<file path="config.mk">
export PLATFORM = sky130hd
export DESIGN_NAME = uart_tx_buf
export DESIGN_NICKNAME = d
export VERILOG_FILES = /design/src/rtl/uart_pkg.sv /design/src/rtl/sync_fifo.sv /design/src/rtl/uart_tx_buf.sv
export SDC_FILE = /design/constraint.sdc
export NUM_CORES = 1
export LEC_CHECK = 0
export CORE_ASPECT_RATIO = 1.4
export CORE_MARGIN = 1
export CORE_UTILIZATION = 55
export DETAILED_ROUTE_END_ITERATION = 6
export PLACE_DENSITY_LB_ADDON = 0.15
export SLEW_MARGIN = 25
export SYNTH_ARGS = -nofsm -noshare
export SYNTH_HDL_FRONTEND = slang
export SYNTH_SLANG_ARGS = --single-unit
</file>
<file path="constraint.sdc">
create_clock -name clk -period 3.5 [get_ports clk]
set_clock_uncertainty 0.2 [all_clocks]
set_input_delay 0.7 -clock clk [delete_from_list [all_inputs] [get_ports clk]]
set_output_delay 0.7 -clock clk [all_outputs]
set_load 0.02 [all_outputs]
</file>
<file path="src/rtl/uart_pkg.sv">
// Shared UART definitions: frame FSM states, frame shape constants and the baud divisor rule.
// Used by both the transmit buffer and the receive path.
package uart_pkg;

    typedef enum logic [1:0] {
        IDLE,
        START,
        DATA,
        STOP
    } state_t;

    localparam int DATA_BITS = 8;
    localparam int STOP_BITS = 1;

    // Clocks per bit, rounded to nearest so the baud error stays under half a clock per bit.
    function automatic int baud_div(input int clk_freq, input int baud);
        return (clk_freq + baud / 2) / baud;
    endfunction

endpackage

</file>
<file path="src/rtl/sync_fifo.sv">
// Synchronous FIFO with count; pop data is the head entry, visible combinationally.
// Latency 1 clock push-to-visible; pushes while full and pops while empty are ignored.
module sync_fifo #(
    parameter int WIDTH = 8,
    parameter int DEPTH = 8
) (
    input  logic                     clk,
    input  logic                     rst_n,
    input  logic                     push,
    input  logic [WIDTH-1:0]         push_dat,
    input  logic                     pop,
    output logic [WIDTH-1:0]         pop_dat,
    output logic                     full,
    output logic                     empty,
    output logic [$clog2(DEPTH):0]   count
);

    localparam int AW = $clog2(DEPTH);

    logic [WIDTH-1:0] mem [DEPTH];
    logic [AW-1:0]    wr_ptr;
    logic [AW-1:0]    rd_ptr;
    logic             do_push;
    logic             do_pop;

    // Full is judged on the current count only, so a same-cycle pop never frees a slot early.
    assign full    = (count == (AW + 1)'(DEPTH));
    assign empty   = (count == '0);
    assign do_push = push && !full;
    assign do_pop  = pop && !empty;
    assign pop_dat = mem[rd_ptr];

    always_ff @(posedge clk) begin
        if (!rst_n) begin
            wr_ptr <= '0;
            rd_ptr <= '0;
            count  <= '0;
        end else begin
            if (do_push) wr_ptr <= wr_ptr + AW'(1);
            if (do_pop)  rd_ptr <= rd_ptr + AW'(1);
            case ({do_push, do_pop})
                2'b10:   count <= count + (AW + 1)'(1);
                2'b01:   count <= count - (AW + 1)'(1);
                default: count <= count;
            endcase
        end
    end

    always_ff @(posedge clk) begin
        if (do_push) mem[wr_ptr] <= push_dat;
    end

endmodule

</file>
<file path="src/rtl/uart_tx_buf.sv">
// Buffered 8N1 UART transmitter; byte accepted at edge k is popped at k+1, tx falls at k+2.
// Backpressure: tx_ready low only while the FIFO is full; frames back-to-back while data is queued.
module uart_tx_buf
    import uart_pkg::*;
#(
    parameter int CLK_FREQ   = 50_000_000,
    parameter int BAUD       = 115200,
    parameter int FIFO_DEPTH = 8
) (
    input  logic                          clk,
    input  logic                          rst_n,
    input  logic [7:0]                    tx_data,
    input  logic                          tx_valid,
    output logic                          tx_ready,
    output logic                          tx,
    output logic                          busy,
    output logic [$clog2(FIFO_DEPTH):0]   fifo_count
);

    localparam int BAUD_DIV = baud_div(CLK_FREQ, BAUD);
    localparam int CW       = $clog2(BAUD_DIV);
    localparam int BW       = $clog2(DATA_BITS);

    state_t               state;
    logic [CW-1:0]        baud_cnt;
    logic [BW-1:0]        bit_idx;
    logic [DATA_BITS-1:0] shift;
    logic [DATA_BITS-1:0] fifo_dat;
    logic                 fifo_full;
    logic                 fifo_empty;
    logic                 push_vld;
    logic                 pop_rdy;
    logic                 baud_wrap;

    assign tx_ready  = !fifo_full;
    assign push_vld  = tx_valid && tx_ready;
    assign baud_wrap = (baud_cnt == CW'(BAUD_DIV - 1));
    // Pop from IDLE as soon as data exists, or at the end of a stop bit to chain frames.
    assign pop_rdy   = !fifo_empty && ((state == IDLE) || (state == STOP && baud_wrap));
    assign busy      = (state != IDLE) || (fifo_count != '0);

    sync_fifo #(
        .WIDTH (DATA_BITS),
        .DEPTH (FIFO_DEPTH)
    ) u_fifo (
        .clk      (clk),
        .rst_n    (rst_n),
        .push     (push_vld),
        .push_dat (tx_data),
        .pop      (pop_rdy),
        .pop_dat  (fifo_dat),
        .full     (fifo_full),
        .empty    (fifo_empty),
        .count    (fifo_count)
    );

    always_ff @(posedge clk) begin
        if (!rst_n) begin
            state    <= IDLE;
            baud_cnt <= '0;
            bit_idx  <= '0;
            shift    <= '0;
            tx       <= 1'b1;
        end else begin
            // tx follows the state one clock late, which keeps every bit exactly BAUD_DIV wide.
            case (state)
                START:   tx <= 1'b0;
                DATA:    tx <= shift[0];
                default: tx <= 1'b1;
            endcase

            if (state == IDLE || baud_wrap) baud_cnt <= '0;
            else                            baud_cnt <= baud_cnt + CW'(1);

            case (state)
                IDLE: begin
                    if (pop_rdy) begin
                        shift <= fifo_dat;
                        state <= START;
                    end
                end
                START: begin
                    if (baud_wrap) begin
                        state   <= DATA;
                        bit_idx <= '0;
                    end
                end
                DATA: begin
                    if (baud_wrap) begin
                        shift <= shift >> 1;
                        if (bit_idx == BW'(DATA_BITS - 1)) state   <= STOP;
                        else                               bit_idx <= bit_idx + BW'(1);
                    end
                end
                STOP: begin
                    if (baud_wrap) begin
                        if (pop_rdy) begin
                            shift <= fifo_dat;
                            state <= START;
                        end else begin
                            state <= IDLE;
                        end
                    end
                end
                default: state <= IDLE;
            endcase
        end
    end

endmodule

</file>
-- Yosys cells after proc, flatten, opt, wreduce, memory -nomap -nowiden
Memory sizes are Yosys's and may differ from the RTL's. A register that Yosys moved wholly into a read port is not among the register bits.
Index checks and enable logic that the tools add are counted.
- bits in registers: 33
- latch bits: 0
- bits in writable memories: 64
- bits in read-only memories: 0
- input port bits: 11
- output and inout bits: 7
- logic and storage cells: 72
- memories: 1
- memory list (name ; depth ; width ; read ports ; clocked after Yosys merged registers in ; write ports ; line ; RTL):
    u_fifo.mem ; 8 ; 8 ; 1 ; 1 ; 1 ; sync_fifo.sv:20 ; logic [WIDTH-1:0] mem [DEPTH];
- add/sub/neg operators: 6
- $mul: 0
- div/mod/pow operators: 0
- $lt $le $gt $ge: 0
- equality and inequality tests: 14
- shift operators: 0
- mux-type cells: 21
- bitwise gates (word level): 1
- reduce and logical (&&, ||, !) cells: 21
- operator list (cell ; number):
    2-to-1 mux 8 bit ; 3
    case mux 8 bit (3 select lines) ; 1
    2-to-1 mux 3 bit ; 5
    2-to-1 mux 2 bit ; 5
    != test 2 bit (second input constant) ; 5
    adder 3 x 1 -> 3 bit (second input constant) ; 3
    adder 9 x 1 -> 9 bit (second input constant) ; 1
    == test 9 bit (second input constant) ; 1
    case mux 2 bit (4 select lines) ; 1
    case mux 4 bit (2 select lines) ; 1
    == test 2 bit (second input constant) ; 3
    case mux 3 bit (2 select lines) ; 1
    nonzero test 2 bit ; 3
    logical AND 1 bit ; 5
    AND reduction 5 bit ; 1
    adder 4 x 1 -> 4 bit (second input constant) ; 1
    == test 2 x 1 -> 1 bit (second input constant) ; 2
    == test 4 bit (second input constant) ; 1
    zero test 4 bit ; 1
    AND reduction 4 bit ; 1
    nonzero test 4 bit ; 1
    subtractor 4 x 1 -> 4 bit (second input constant) ; 1
    == test 3 bit (second input constant) ; 1
    logical OR 1 bit ; 3
    other kinds (9) ; 12

-- Longest topological paths before layout
Gate-level depths: netlist of the first run.
- depth after elaboration: 7
- gate-level depth with buffers: 12
- gate-level depth less buffers: 12

-- Modules after synthesis
A second synthesis of the first run with hierarchy kept.
- cell total of the unflattened synthesis: 308
- area total of the unflattened synthesis: 4380.5 um2
- modules (own cells, without submodules) (module ; instances ; cells each ; area each (um2) ; sequential area each (um2)):
    sync_fifo ; 1 ; 168 ; 3136.8 ; 2182.1
    uart_tx_buf ; 1 ; 140 ; 1243.7 ; 460.4

-- Least setup slack after synthesis of the first run
OpenSTA, ideal clock, no wires.
- path type: register to register
- start: reg baud_cnt[1]
- end: reg u_fifo.count[2]
- setup time: 0.076 ns
- data arrival time: 2.457 ns
- required time: 3.224 ns
- path slack: 0.767 ns
- cell stages (with the launch flop): 13
- buffers on the path: 0
- period minus slack after synthesis: 2.733 ns
- cells stage by stage: dfxtp_1 inv_1 ha_1 and4b_1 a41oi_1 nor2_1 ha_1 xor2_1 ha_1 a21oi_1 xor2_1 or3_2 a21boi_0
- word-level cells in the longest chain between the ends: 7
- elaborated cells between the ends (all ways): 9
- classes of those cells: eq/ne (3); mux (1); reduce/logical (5)
- RTL lines (what ; line ; RTL):
    start, declared ; uart_tx_buf.sv:25 ; logic [CW-1:0] baud_cnt;
    start signal, assigned ; uart_tx_buf.sv:73 ; else baud_cnt <= baud_cnt + CW'(1);
    == test 9 bit * ; uart_tx_buf.sv:37 ; assign baud_wrap = (baud_cnt == CW'(BAUD_DIV - 1));
    logical AND 1 bit * ; uart_tx_buf.sv:39 ; assign pop_rdy = !fifo_empty && ((state == IDLE) || (state == STOP && baud_wrap));
    logical OR 1 bit * ; uart_tx_buf.sv:39 ;
    logical AND 1 bit * ; uart_tx_buf.sv:39 ;
    logical AND 1 bit * ; sync_fifo.sv:30 ; assign do_pop = pop && !empty;
    == test 2 x 1 -> 1 bit or == test 2 bit (tied branches) ; sync_fifo.sv:41 ; case ({do_push, do_pop})
    case mux 4 bit (2 select lines) or nonzero test 2 bit (tied branches) ; - ;
    end signal, assigned ; sync_fifo.sv:42 ; 2'b10: count <= count + (AW + 1)'(1);
    end signal, assigned ; sync_fifo.sv:43 ; 2'b01: count <= count - (AW + 1)'(1);
    end signal, assigned ; sync_fifo.sv:44 ; default: count <= count;
    end, declared ; sync_fifo.sv:15 ; output logic [$clog2(DEPTH):0] count
Mark *: on every way between the ends. The rest lies on a longest branch, timed or not.
A chain may end at the register's enable or synchronous reset.

-- Worst setup path in the final report of the first run
Ends and elaborated chain as after synthesis.

==> results_dict.tcl, run 1 <==
set metrics [dict create \
    finalWirelength_um 7495 \
    start_util 0.5738 \
    gp_congestion 0.7277 \
    setup_violations 0 \
    grt_usage 0.2011 \
    clk_latency_ns 0.35 \
    swShare 0.3187 \
    drive_gt1_frac 0.1523 \
    nets 368 \
    syn_area_per_cell_um2 13.41 \
    antenna_found_initial 0 \
    die_w_um 76.30 \
    ys_ff_latch 100 \
    rsz0062_at_grt "false" \
    p_switching_uw 962.3 \
    port_buffers 17 \
    synth_top_area_share 0.4522 \
    fill_cells 585 \
    fin_util 0.6361 \
    syn_area_um2 4250 \
    drt_iter0_markers 127 \
    area_growth_syn_to_layout_pct 10.86 \
    wl_per_cell_um 16.84 \
    core_area_um2 7407 \
    htreeDepth 3 \
    crit_fanout 5 \
    synthCells 317 \
    critPathMaxStageDelay_ns 0.40 \
    period_needed_ns 3.010 \
    combPwrFrac 0.296 \
    synth_flop_cell "edfxtp_1" \
    finalHoldViolCount 0 \
    numCtsBuffers 9 \
    synthesis.nets 342 \
    synth_compound_area_frac 0.09096 \
    synth_mux_area_frac 0.07595 \
    overflow 0 \
    antenna_left 0 \
    worst-r2r-cell-count 12 \
    std_cell_rows 37 \
    cts_buffer_depth 2 \
    drtPass1Iterations 4 \
    cts_num_sinks 100 \
    synthXorXnorAreaFrac 0.02679 \
    dpl_cell_area_um2 4551 \
    synth_fa_ha_area_frac 0.04121 \
    holdPathStages 2 \
    design_area_um2 4712 \
    maxSlewViolCount 0 \
    die_h_um 106.0 \
    clkTransAtPathRegs_ns 0.09 \
    cts_tree "built" \
    finalCritPeriodShare 0.8599 \
    grt_max_degree 31 \
    max_freq_ghz 0.3323 \
    diodes 0 \
    cts_setup_buffers 0 \
    tns_ns 0 \
    outcome "complete, no violations" \
    p_leak_uw 0.001584 \
    hold_path.class "reg -> reg" \
    grt_first_pass_wirelength_um 12050 \
    cp-start-kind "flop" \
    hpwlAfterDp_um 4964 \
    slowest_stage "or3_2" \
    num_vias 2482 \
    slew_headroom 0.4230 \
    yosys_warnings 0 \
    p_int_uw 2057 \
    cts-root-buf "clkbuf_8" \
    vdd_drop_max_v 0.0004500 \
    worstSetupEndpointType "flop" \
    crit_type "reg -> reg" \
    worstPathCellList "inv_1 > ha_1 > and4b_1 > a41oi_1 > nor2_1 > ha_1 > xor2_1 > ha_1 > a21oi_1 > xor2_1 > or3_2 > a21boi_0" \
    critPathArrivalTime_ns 3.10 \
    cap_violations 0 \
    hold_buffers 0 \
    p_clk_frac 0.209 \
    async_flop_share 0 \
    synth_top_family_by_area "simple AND/OR/NAND/NOR gates" \
    synth_edf_count 64 \
    seqPwrFrac 0.495 \
    drc 0 \
    finalNonFillerCells 445 \
    pwr_density_cell_nw_per_um2 640.8 \
    synth_area_leaders "edfxtp_1, dfxtp_1, mux4_2" \
    cts_resized 0 \
    synthSimpleGateAreaFrac 0.1233 \
    grt_pass1_vias 2466 \
    tightest_slew_ns 0.8656 \
    yosysTopAreaCell "edfxtp_1" \
    cp_common_cell "ha_1" \
    viasPerCell 5.578 \
    yosysSeqAreaShare 0.6217 \
    dieArea_um2 8088 \
    cp.required_ns 3.59 \
    io_pins 18 \
    placedCellCount 429 \
    synth_cell_types 49 \
]
[routing by layer]
layer,share of wire,vias to the layer above,GRT usage
met3,0.033,10,0.04034
met4,0.015,0,0.09066
met5,0,-,0
met1,0.42,1196,0.2281
met2,0.54,44,0.3629
li1,-,1232,-
[metrics by stage]
step	setup WS, ns	total power [uW]	hold WS [ns]
after CTS	0.4847	3038	0.2815
after detailed placement	0.4102	2421	0.2651
after global routing	0.2734	3203	0.3054
after floorplan	0.7672	2189	0.2398
after global placement	0.4786	2390	0.2527
final	0.4904	3019	0.2747
[cell usage after synthesis (3+ instances only)]
cell type,n
a21boi_0,6
clkbuf_1,7
o21ai_0,10
dfxtp_1,36
edfxtp_1,64
nor2_1,23
ha_1,14
mux4_2,9
nand2b_1,4
and2_1,5
nor3_1,9
nand3_1,9
mux2_2,8
a21oi_1,17
xnor2_1,6
inv_1,5
a211oi_1,6
mux2i_1,3
nor2b_1,15
o22ai_1,6
xor2_1,7
nand2_1,14
[worst max-delay path, delay by kind of cell (launching register included)]
| kind | cells | cell delay (ns) |
|---|---|---|
| XOR/XNOR | 2 | 0.25 |
| AO/OA/AOI/OAI | 3 | 0.61 |
| adder cells (fa/ha/maj) | 3 | 0.65 |
| AND/OR/NAND/NOR | 3 | 0.79 |
| flip-flops | 1 | 0.38 |
| buffers and inverters | 1 | 0.06 |
[power groups by stage]
| stage | clock (uW) | combinational (uW) | sequential, uW |
|---|---|---|---|
| floorplan | 0 | 698 | 1490 |
| global placement | 0 | 870 | 1520 |
| detailed placement | 0 | 896 | 1530 |
| CTS | 640 | 899 | 1500 |
| global route | 691 | 996 | 1520 |
| finish | 630 | 893 | 1500 |
[state kept, by name (all words and copies together) (netlist names), named ones only]
register / count
u_fifo.mem: 64
baud_cnt: 9
shift: 8
u_fifo.count: 4
bit_idx: 3
u_fifo.rd_ptr: 3
u_fifo.wr_ptr: 3
state: 2
tx: 1
[layout by cell type (no fill, tap or decap), drive strengths merged, types with 2 or more instances in the layout]
cell and count:
a211oi 6, and2 5, nand2 14, mux4 9, nor4 2, nor2 23, o22ai 6, nand3 10
clkdlybuf4s50 17, xor2 7, mux2 8, o21ai 12, xnor2 6, nor2b 15, nand2b 4, dfxtp 36
a21oi 19, or3 3, nor3 9, clkinv 2, inv 5, ha 14, or2 2, clkinvlp 2
buf 10, mux2i 3, nor3b 2, nand4b 2, clkbuf 12, a21boi 7, edfxtp 64
[kinds of logic after synthesis]
family,Yosys count
muxes,20
and+or+nand+nor,96
DFF,100
adders and majority gates,14
buffers and inverters,17
AOI/OAI and AO/OA,57
xor gates and xnor gates,13
[layout make-up]
type                            instances  area [um^2]  share of cell area
Sequential cell                       100         2643              0.5608
Multi-Input combinational cell        200         1523              0.3232
Timing Repair Buffer                   27        245.2             0.05204
Clock buffer                           12        135.1             0.02868
Tap cell                               97        121.4             0.02576
Clock inverter                          4        26.28            0.005576
Inverter                                5        18.77            0.003983
[worst paths after layout]
| check | start | endpoint | slack (ns) |
|---|---|---|---|
| worst min-delay path | bit_idx[2] | bit_idx[2] | 0.27 |
| worst max register to register | baud_cnt[1] | u_fifo.count[2] | 0.49 |
| worst min register to register | bit_idx[2] | bit_idx[2] | 0.27 |
| worst max-delay path | baud_cnt[1] | u_fifo.count[2] | 0.49 |
(Power assumes the default switching activity.)
==> run 2, diff against run 1 <==
--- a/config.mk
+++ b/config.mk
@@ -9,6 +9,7 @@
 export CORE_MARGIN = 1
 export CORE_UTILIZATION = 55
 export DETAILED_ROUTE_END_ITERATION = 6
+export GPL_TIMING_DRIVEN = 0
 export PLACE_DENSITY_LB_ADDON = 0.15
 export SLEW_MARGIN = 25
 export SYNTH_ARGS = -nofsm -noshare
==> constraint.sdc (replaced) <==
create_clock -name clk -period 3.4 [get_ports clk]
set_clock_uncertainty 0.2 [all_clocks]
set_input_delay 0.68 -clock clk [delete_from_list [all_inputs] [get_ports clk]]
set_output_delay 0.68 -clock clk [all_outputs]
set_load 0.02 [all_outputs]
==> results_dict.tcl, run 2 (synthesis gave the netlist of run 1 again) <==
set metrics [dict create \
    p_int_uw 2286 \
    port_buffers 16 \
    clk_latency_ns 0.36 \
    cap_violations 0 \
    tightest_slew_ns 0.9754 \
    cts_resized 0 \
    cts_buffer_depth 2 \
    layout_common_cells "edfxtp_1, dfxtp_1, nor2_1" \
    p_clk_frac 0.245 \
    cts_tree "built" \
    cp.required_ns 3.49 \
    clkTransAtPathRegs_ns 0.10 \
    finalCritPeriodShare 0.8956 \
    start_util 0.5738 \
    cts-root-buf "clkbuf_8" \
    cp-start-kind "flop" \
    die_h_um 106.0 \
    drtPass1Iterations 4 \
    grt_usage 0.2084 \
    grt_first_pass_wirelength_um 12510 \
    wl_per_cell_um 17.25 \
    num_vias 2529 \
    gp_congestion 0.7810 \
    critPathArrivalTime_ns 3.14 \
    outcome "complete, no violations" \
    maxSlewViolCount 0 \
    tns_ns 0 \
    antenna_left 0 \
    crit_type "reg -> reg" \
    overflow 0 \
    hpwlAfterDp_um 5299 \
    hold_buffers 0 \
    std_cell_rows 37 \
    diodes 0 \
    drt_iter0_markers 129 \
    drc 0 \
    combPwrFrac 0.299 \
    io_pins 18 \
    grt_pass1_vias 2586 \
    die_w_um 76.30 \
    largest_reg_flops 64 \
    fin_hold_ws_ns 0.2758 \
    final_common_cell "edfxtp_1" \
    worstSetupEndpointType "flop" \
    hold_path.class "reg -> reg" \
    pwr_density_cell_nw_per_um2 694.0 \
    area_growth_syn_to_layout_pct 11.89 \
    viasPerCell 5.670 \
    setup_violations 0 \
    drive_gt1_frac 0.1490 \
    numCtsBuffers 9 \
    rrSetupSlack_ns 0.35 \
    slowest_stage "or3_2" \
    swShare 0.3074 \
    vdd_drop_max_v 0.0003888 \
    period_needed_ns 3.045 \
    finalWirelength_um 7694 \
    antenna_found_initial 0 \
    nets 369 \
    cts_num_sinks 100 \
    critPathMaxStageDelay_ns 0.40 \
    core_area_um2 7407 \
    dieArea_um2 8088 \
    cp_common_cell "ha_1" \
    seqPwrFrac 0.456 \
    p_switching_uw 1015 \
    slew_headroom 0.3462 \
    worstPathCellList "inv_1 > ha_1 > and4b_1 > a41oi_1 > nor2_1 > ha_1 > xor2_1 > ha_1 > a21oi_1 > xor2_1 > or3_2 > a21boi_0" \
    rsz0062_at_grt "false" \
    htreeDepth 3 \
    cts_setup_buffers 0 \
    crit_fanout 5 \
    regMostFlops "u_fifo.mem" \
    largest_registers "u_fifo.mem (64), baud_cnt (9), shift (8)" \
    p_leak_uw 0.001602 \
    finalHoldViolCount 0 \
    max_freq_ghz 0.3284 \
    fin_total_pwr_uw 3300 \
    grt_max_degree 17 \
]
==> run 2: cell count changes in the layout (fill, tap and decap cells not counted), moves of 2 or more <==
cell	change
buf_4	-9
clkbuf_1	+4
buf_2	+2
buf_6	+2
bufinv_16	+2
nor3_1	-2
nor3_2	+2
==> run 2: worst paths after layout <==
| path | from | end | cells after the start |
|---|---|---|---|
| max | baud_cnt[1] | u_fifo.count[2] | 12 |
| min | bit_idx[1] | bit_idx[1] | 2 |
| max reg2reg | baud_cnt[1] | u_fifo.count[2] | 12 |
| min reg2reg | bit_idx[1] | bit_idx[1] | 2 |
==> run 2: cell type report <==
class	count	area (um^2)
Sequential cell	100	2643
Timing Repair Buffer	16	160.2
Multi-Input combinational cell	200	1533
Clock buffer	9	123.9
Clock inverter	7	90.09
Tap cell	97	121.4
Inverter	5	18.77
Fill cell	572	2651
Buffer	12	66.31
==> run 2: worst max-delay path, delay by kind of cell, from the launching register on <==
family	cells	cell delay, ns
and+or+nand+nor	3	0.80
adders and majority gates	3	0.64
buffers and inverters	1	0.06
AOI/OAI and AO/OA	3	0.64
xor gates and xnor gates	2	0.25
DFF	1	0.38
==> run 2: power groups by stage <==
stage	combinational (uW)	clock, uW	sequential, uW
2_1_floorplan	719	0	1530
6_report	986	810	1500
3_3_place_gp	964	0	1530
4_1_cts	991	824	1510
3_5_place_dp	988	0	1530
5_1_grt	1100	864	1520
==> run 2: stage by stage <==
stage          instances  worst slack (ns)  area, um^2  utilization
2_1_floorplan        317            0.6672        4250            -
6_report             446            0.3549        4756       0.6421
4_1_cts              446            0.3349        4756       0.6421
3_5_place_dp         430            0.3399        4542       0.6132
5_1_grt              446           0.09313        4756       0.6421
3_3_place_gp         430         -0.004140        4532       0.6118
==> run 2: metal layers <==
layer,share of wire,vias up,global-route usage
met5,0,-,0
li1,-,1233,-
met2,0.53,50,0.3739
met3,0.027,19,0.03433
met4,0.029,0,0.1223
met1,0.42,1227,0.2315
==> run 3, diff against run 2 <==
--- a/config.mk
+++ b/config.mk
@@ -6,7 +6,7 @@
 export NUM_CORES = 1
 export LEC_CHECK = 0
 export CORE_ASPECT_RATIO = 1.4
-export CORE_MARGIN = 1
+export CORE_MARGIN = 5
 export CORE_UTILIZATION = 55
 export DETAILED_ROUTE_END_ITERATION = 6
 export GPL_TIMING_DRIVEN = 0
==> results_dict.tcl, run 3 (synthesis gave the netlist of run 1 again) <==
set metrics [dict create \
    outcome "complete, no violations" \
    cp-endpoint "u_fifo.count[2]" \
    start_util 0.5552 \
    worst-r2r-cell-count 12 \
    p_leak_uw 0.001590 \
    critPathArrivalTime_ns 3.18 \
    nets 370 \
    critPathBufInv 1 \
    tightest_slew_ns 0.9255 \
    critPathMaxStageDelay_ns 0.40 \
    port_buffers 16 \
    slew_headroom 0.3807 \
    dieArea_um2 9611 \
    setup_violations 0 \
    hold_path.class "reg -> reg" \
    maxSlewViolCount 0 \
    fin_hold_ws_ns 0.2620 \
    crit_type "reg -> reg" \
    cp-start-kind "flop" \
    area_growth_syn_to_layout_pct 11.36 \
    cts_num_sinks 100 \
    crit_fanout 5 \
    regMostFlops "u_fifo.mem" \
    diodes 0 \
    gp_congestion 0.7802 \
    clk_latency_ns 0.36 \
    drc 0 \
    antenna_found_initial 0 \
    hpwlAfterDp_um 5403 \
    antenna_left 0 \
    p_clk_frac 0.218 \
    grt_max_degree 19 \
    combPwrFrac 0.314 \
    cp_num_cells 12 \
    worstPathCellList "inv_1 > ha_1 > and4b_1 > a41oi_1 > nor2_1 > ha_1 > xor2_1 > ha_1 > a21oi_1 > xor2_1 > or3_2 > a21boi_0" \
    reg2reg_to "u_fifo.count[2]" \
    rrSetupSlack_ns 0.31 \
    htreeDepth 3 \
    max_freq_ghz 0.3239 \
    io_pins 18 \
    largest_registers "u_fifo.mem (64), baud_cnt (9), shift (8)" \
    pwr_density_cell_nw_per_um2 677.1 \
    clkTransAtPathRegs_ns 0.11 \
    cp_common_cell "ha_1" \
    std_cell_rows 38 \
    die_h_um 114.0 \
    period_needed_ns 3.087 \
    rsz0062_at_grt "false" \
    hold_buffers 0 \
    dpl_cell_area_um2 4553 \
    viasPerCell 5.715 \
    path_delay_family "simple AND/OR/NAND/NOR gates" \
    wl_per_cell_um 17.26 \
    p_switching_uw 1050 \
    grt_pass1_vias 2630 \
    p_int_uw 2155 \
    cts_buffer_depth 2 \
    numCtsBuffers 9 \
    cts_tree "built" \
    die_w_um 84.30 \
    design_area_um2 4733 \
    grt_first_pass_wirelength_um 12560 \
    core_area_um2 7655 \
    finalWirelength_um 7750 \
    finalHoldViolCount 0 \
    drtPass1Iterations 4 \
    seqPwrFrac 0.468 \
    overflow 0 \
    num_vias 2566 \
    slowest_stage "or3_2" \
    r2r-start "baud_cnt[1]" \
    swShare 0.3275 \
    worstSetupEndpointType "flop" \
    final_common_cell "edfxtp_1" \
    cp.required_ns 3.50 \
    cap_violations 0 \
    drt_iter0_markers 83 \
    finalCritPeriodShare 0.9080 \
    cts_setup_buffers 0 \
    grt_usage 0.1710 \
    setup.worst_path.start "baud_cnt[1]" \
    layout_common_cells "edfxtp_1, dfxtp_1, nor2_1" \
    largest_reg_flops 64 \
    vdd_drop_max_v 0.0003408 \
    cts-root-buf "clkbuf_8" \
    drive_gt1_frac 0.1519 \
    cts_resized 0 \
]
[run 3: worst min-delay path, delay by kind of cell (launching register included)]
| family | cells | cell delay, ns |
|---|---|---|
| compound gates | 1 | 0.05 |
| simple gates | 1 | 0.07 |
| flops | 1 | 0.32 |
[run 3: cell type report]
cell class                 count  area (um^2)
fill                         626         2922
sequential                   100         2643
clock inverter                 6        56.30
inverter                       5        18.77
timing repair buffer          17        167.7
clock buffer                   9        123.9
multi-input combinational    200         1533
tap                          100        125.1
buffer                        12        66.31
[run 3: power by group through the flow]
stage	Sequential [uW]	Combinational, uW	Clock [uW]
CTS	1500	1020	711
finish	1500	1010	699
floorplan	1530	719	0
global placement	1520	982	0
detailed placement	1530	1010	0
global route	1520	1110	773
[run 3: worst min-delay path by stage]
| stage | endpoint | slack [ns] | depth (start not counted) | startpoint |
|---|---|---|---|---|
| finish | shift[7] | 0.26 | 2 | shift[7] |
| global route | shift[7] | 0.29 | 2 | shift[7] |
| CTS | shift[7] | 0.27 | 2 | shift[7] |
| detailed placement | shift[7] | 0.25 | 2 | shift[7] |
| global placement | shift[7] | 0.25 | 2 | shift[7] |
| floorplan | shift[7] | 0.24 | 2 | shift[7] |
[run 3: through the flow]
step | total power, uW | worst slack, ns | cells | util | setup TNS, ns
final | 3205 | 0.3129 | 449 | 0.6183 | 0
after CTS | 3229 | 0.2854 | 449 | 0.6183 | 0
after global placement | 2506 | -0.05846 | 433 | 0.5925 | -0.4598
after global routing | 3399 | 0.09673 | 449 | 0.6183 | 0
after floorplan | 2253 | 0.6672 | 317 | - | 0
after detailed placement | 2539 | 0.3238 | 434 | 0.5948 | 0
[run 3: layer usage]
metal / global-route usage / vias to the layer above / wire length (um)
li1: - / 1236 / -
met1: 0.1912 / 1264 / 3251
met2: 0.3077 / 52 / 4039
met3: 0.04335 / 14 / 290
met4: 0.07189 / 0 / 169
met5: 0 / - / 0
==> edit 1, RTL diff (settings of run 3) <==
The parameter `FIFO_DEPTH` goes from 8 to 16.
--- a/src/rtl/uart_tx_buf.sv
+++ b/src/rtl/uart_tx_buf.sv
@@ -7,3 +7,3 @@
     parameter int BAUD       = 115200,
-    parameter int FIFO_DEPTH = 8
+    parameter int FIFO_DEPTH = 16
 ) (
Ports: changed (resized fifo_count); port bits go from 18 to 19. The function was not compared with the original's and may differ.
==> edit 1 against run 3 <==
Sequential cell count rose by 68; global-route usage rose by 2.4 points; final area rose by 71%; total power rose by 97%; utilization rose by 1.4 points; synthesized area rose by 68%; wire length rose by 83%; worst setup slack improved by 0.036 ns.
==> edit 1: results <==
set metrics [dict create \
    synth.distinct_cells 57 \
    drive_gt1_share_pct 18.8 \
    htree_levels 4 \
    dpl_cell_area_sq_mm 0.00754 \
    syn-num-nets 489 \
    synth_edf_count 128 \
    ys_top_cells_by_count "edfxtp_1 (128), nor2_1 (42), dfxtp_1 (40)" \
    worst-path-max-fanout 8 \
    place.gp.congestion 0.864 \
    synth-adder-area-share_pct 2.80 \
    netlist_instances 462 \
    dpl.cell_count 633 \
    synth.area.top_cells "edfxtp_1 (54%), dfxtp_1 (11%), mux4_2 (10%)" \
    grt_max_degree 17 \
    nets 526 \
    hold_start "bit_idx[2]$_SDFFE_PN0P_" \
    synth_top_area_share_pct 53.7 \
    synthMuxAreaShare_pct 13.0 \
    synthXorXnorAreaFrac_pct 2.08 \
    r2r-start "baud_cnt[0]$_SDFF_PP0_" \
    drt_iter0_drc 235 \
    biggestRegsByFlops "u_fifo.mem (128), baud_cnt (9), shift (8)" \
    wl_met2_mm 7.58 \
    wire_per_inst_um 21.3 \
    num_vias 3904 \
    hpwl_mm 9.32 \
    clkTransAtPathRegs_ns 0.07 \
    crit_start "u_fifo.count[2]$_SDFFE_PN0P_" \
    wl_met1_mm 5.42 \
    cp_slowest_stage_delay_ns 0.54 \
    clkLatencyLatePin_ns 0.42 \
    tightestPinTransition_ns 0.964 \
    power.leakage_nw 2.68 \
    wl_met3_um 697 \
    ys_seq_area_share_pct 64.9 \
    status "finished clean" \
]
[edit 1: cell count changes in the layout (fill, tap and decap cells not counted), moves of 6 or more]
cell	change
buf_2	+7
mux4_2	+23
nor2_1	+19
mux2_2	-7
edfxtp_1	+64
o22ai_1	-6
a21oi_1	-9
nand2_1	+7
and2_1	+6
clkbuf_16	+17
xnor2_1	+7
mux2i_1	+17
clkbuf_8	-9
[edit 1: worst min-delay path: stages (launching register included)]
cell	delay (ns)
dfxtp_1	0.31
nand2_1	0.05
a21boi_0	0.06
[edit 1: worst paths after layout]
kind | to | slack (ns) | depth (start not counted)
worst max-delay path | busy | 0.35 | 5
worst min-delay path | bit_idx[2]$_SDFFE_PN0P_ | 0.27 | 2
worst max register to register | u_fifo.count[4]$_SDFFE_PN0P_ | 0.48 | 13
worst min register to register | bit_idx[2]$_SDFFE_PN0P_ | 0.27 | 2
[edit 1: layer usage]
layer | GRT usage, % | vias up
met3 | 4.27 | 26
met2 | 35.2 | 110
li1 | - | 1826
met1 | 22.5 | 1942
met5 | 0 | -
met4 | 7.39 | 0
[edit 1: power breakdown]
group / total, mW / internal [mW] / switching (mW)
Clock: 1.78 / 1.01 / 0.771
Sequential: 2.47 / 2.36 / 0.111
Combinational: 2.08 / 0.940 / 1.13
[edit 1: final cells by class]
class	instances	area (sq um)
buffer	24	125
clock buffer	18	429
clock inverter	14	123
fill	919	4720
inverter	11	43.8
multi-input combinational	259	2360
sequential	168	4640
tap	153	191
timing repair buffer	18	180
[edit 1: cell families (layout without fill, tap and decap cells)]
group / after synthesis / in the layout
XOR/XNOR: 17 / 17
AND/OR/NAND/NOR: 133 / 133
flip-flops: 168 / 168
adder cells (fa/ha/maj): 16 / 16
buffers and inverters: 35 / 85
multiplexers: 53 / 53
AO/OA/AOI/OAI: 40 / 40
==> edit 2, RTL diff (config.mk and constraints of run 3) <==
Without the edit above. The 4 states of `state_t` get a one-hot encoding in 4 bits.
--- a/src/rtl/uart_pkg.sv
+++ b/src/rtl/uart_pkg.sv
@@ -4,7 +4,7 @@
 
-    typedef enum logic [1:0] {
-        IDLE,
-        START,
-        DATA,
-        STOP
+    typedef enum logic [3:0] {
+        IDLE  = 4'b0001,
+        START = 4'b0010,
+        DATA  = 4'b0100,
+        STOP  = 4'b1000
     } state_t;
Behaviour: same outputs for any inputs over 10 cycles, from zero or initial values and one cycle with rst_n low; not proved beyond that.
==> edit 2 against run 3 <==
Register-to-register slack improved by 0.04 ns; sequential cell count up 2; final area is 1.6% higher; wire length grew 1.6%; synthesized area increased by 1.4%; first-iteration DRC count up 46%; non-clock buffer count grew 3; critical path depth is 7 lower; clock power rose by 3.9%; worst setup slack got worse by 0.16 ns; total power is 1.7% higher; maximum frequency down 5.0%; count of clock-buffer cells in the layout increased by 1.
==> edit 2: results <==
set metrics [dict create \
    status "finished clean" \
    multiInputGateArea_sq_mm 0.00156 \
    synth.distinct_cells 55 \
    ys_top_cells_by_count "edfxtp_1 (64), dfxtp_1 (38), mux2i_1 (27)" \
    worst-path-max-fanout 9 \
    multi_input_cells 216 \
    nets 383 \
    nClkBuffers 10 \
    grt_pass1_wl_mm 13.0 \
    ys_seq_area_share_pct 62.2 \
    via_per_inst 5.67 \
    peakVddDrop_mv 0.336 \
    nNonClkBuffers 32 \
    maxSlewHeadroom_pct 36.5 \
    p_comb_share_pct 31.3 \
    clock_area_share_pct 3.85 \
    regArea_sq_mm 0.00268 \
    synth.area.top_cells "edfxtp_1 (45%), dfxtp_1 (18%), mux2i_1 (6.3%)" \
    drt_iter0_drc 121 \
    seq_power_share_pct 46.4 \
    cp_slowest_stage_delay_ns 0.59 \
    buf_share_pct 5.05 \
    power.leakage_nw 1.63 \
    grt_pass1_vias 2666 \
    drive_gt1_share_pct 10.3 \
    place.gp.congestion 0.761 \
]
edit 2: cell types whose count changed in the layout (fill, tap and decap cells not counted), sizes merged, moves of 5 or more:
cell | before | now
a211oi | 6 | 0
a21oi | 19 | 4
a22oi | 0 | 13
a31oi | 0 | 7
ha | 14 | 9
mux2 | 8 | 1
mux2i | 3 | 27
mux4 | 9 | 3
nand2 | 14 | 24
nand3 | 10 | 15
nor2b | 15 | 5
o21ai | 12 | 18
o22ai | 6 | 0
edit 2: final timing paths:
path / cells past startpoint / slack (ns) / to / start
worst min register to register: 2 / 0.26 / shift[7]$_SDFFE_PN0P_ / shift[7]$_SDFFE_PN0P_
worst min-delay path: 2 / 0.26 / shift[7]$_SDFFE_PN0P_ / shift[7]$_SDFFE_PN0P_
worst max register to register: 12 / 0.35 / u_fifo.count[2]$_SDFFE_PN0P_ / baud_cnt[0]$_SDFF_PP0_
worst max-delay path: 5 / 0.15 / busy / u_fifo.count[1]$_SDFFE_PN0P_
edit 2: cells by family after synthesis:
| group | count (synthesis) | synth area share, % |
|---|---|---|
| AOI/OAI and AO/OA | 60 | 9.55 |
| xor gates and xnor gates | 15 | 3.05 |
| adders and majority gates | 9 | 2.61 |
| buffers and inverters | 17 | 1.86 |
| DFF | 102 | 62.2 |
| muxes | 31 | 8.10 |
| and+or+nand+nor | 101 | 12.6 |
edit 2: per-layer routing:
layer	vias up	track usage (%)	routed length, um
met4	0	7.81	191
met3	17	2.94	208
met1	1289	20.6	3480
li1	1306	-	-
met5	-	0	0
met2	43	30.6	3990
edit 2: metrics by stage:
step,instances,worst slack (ns),util (%),instance area (sq um)
final,468,0.150,62.4,4810
after detailed placement,452,0.331,59.9,4620
after floorplan,335,0.623,-,4310
after CTS,468,0.0951,62.3,4800
after global routing,468,0.0333,62.4,4810
after global placement,452,0.0845,59.8,4610
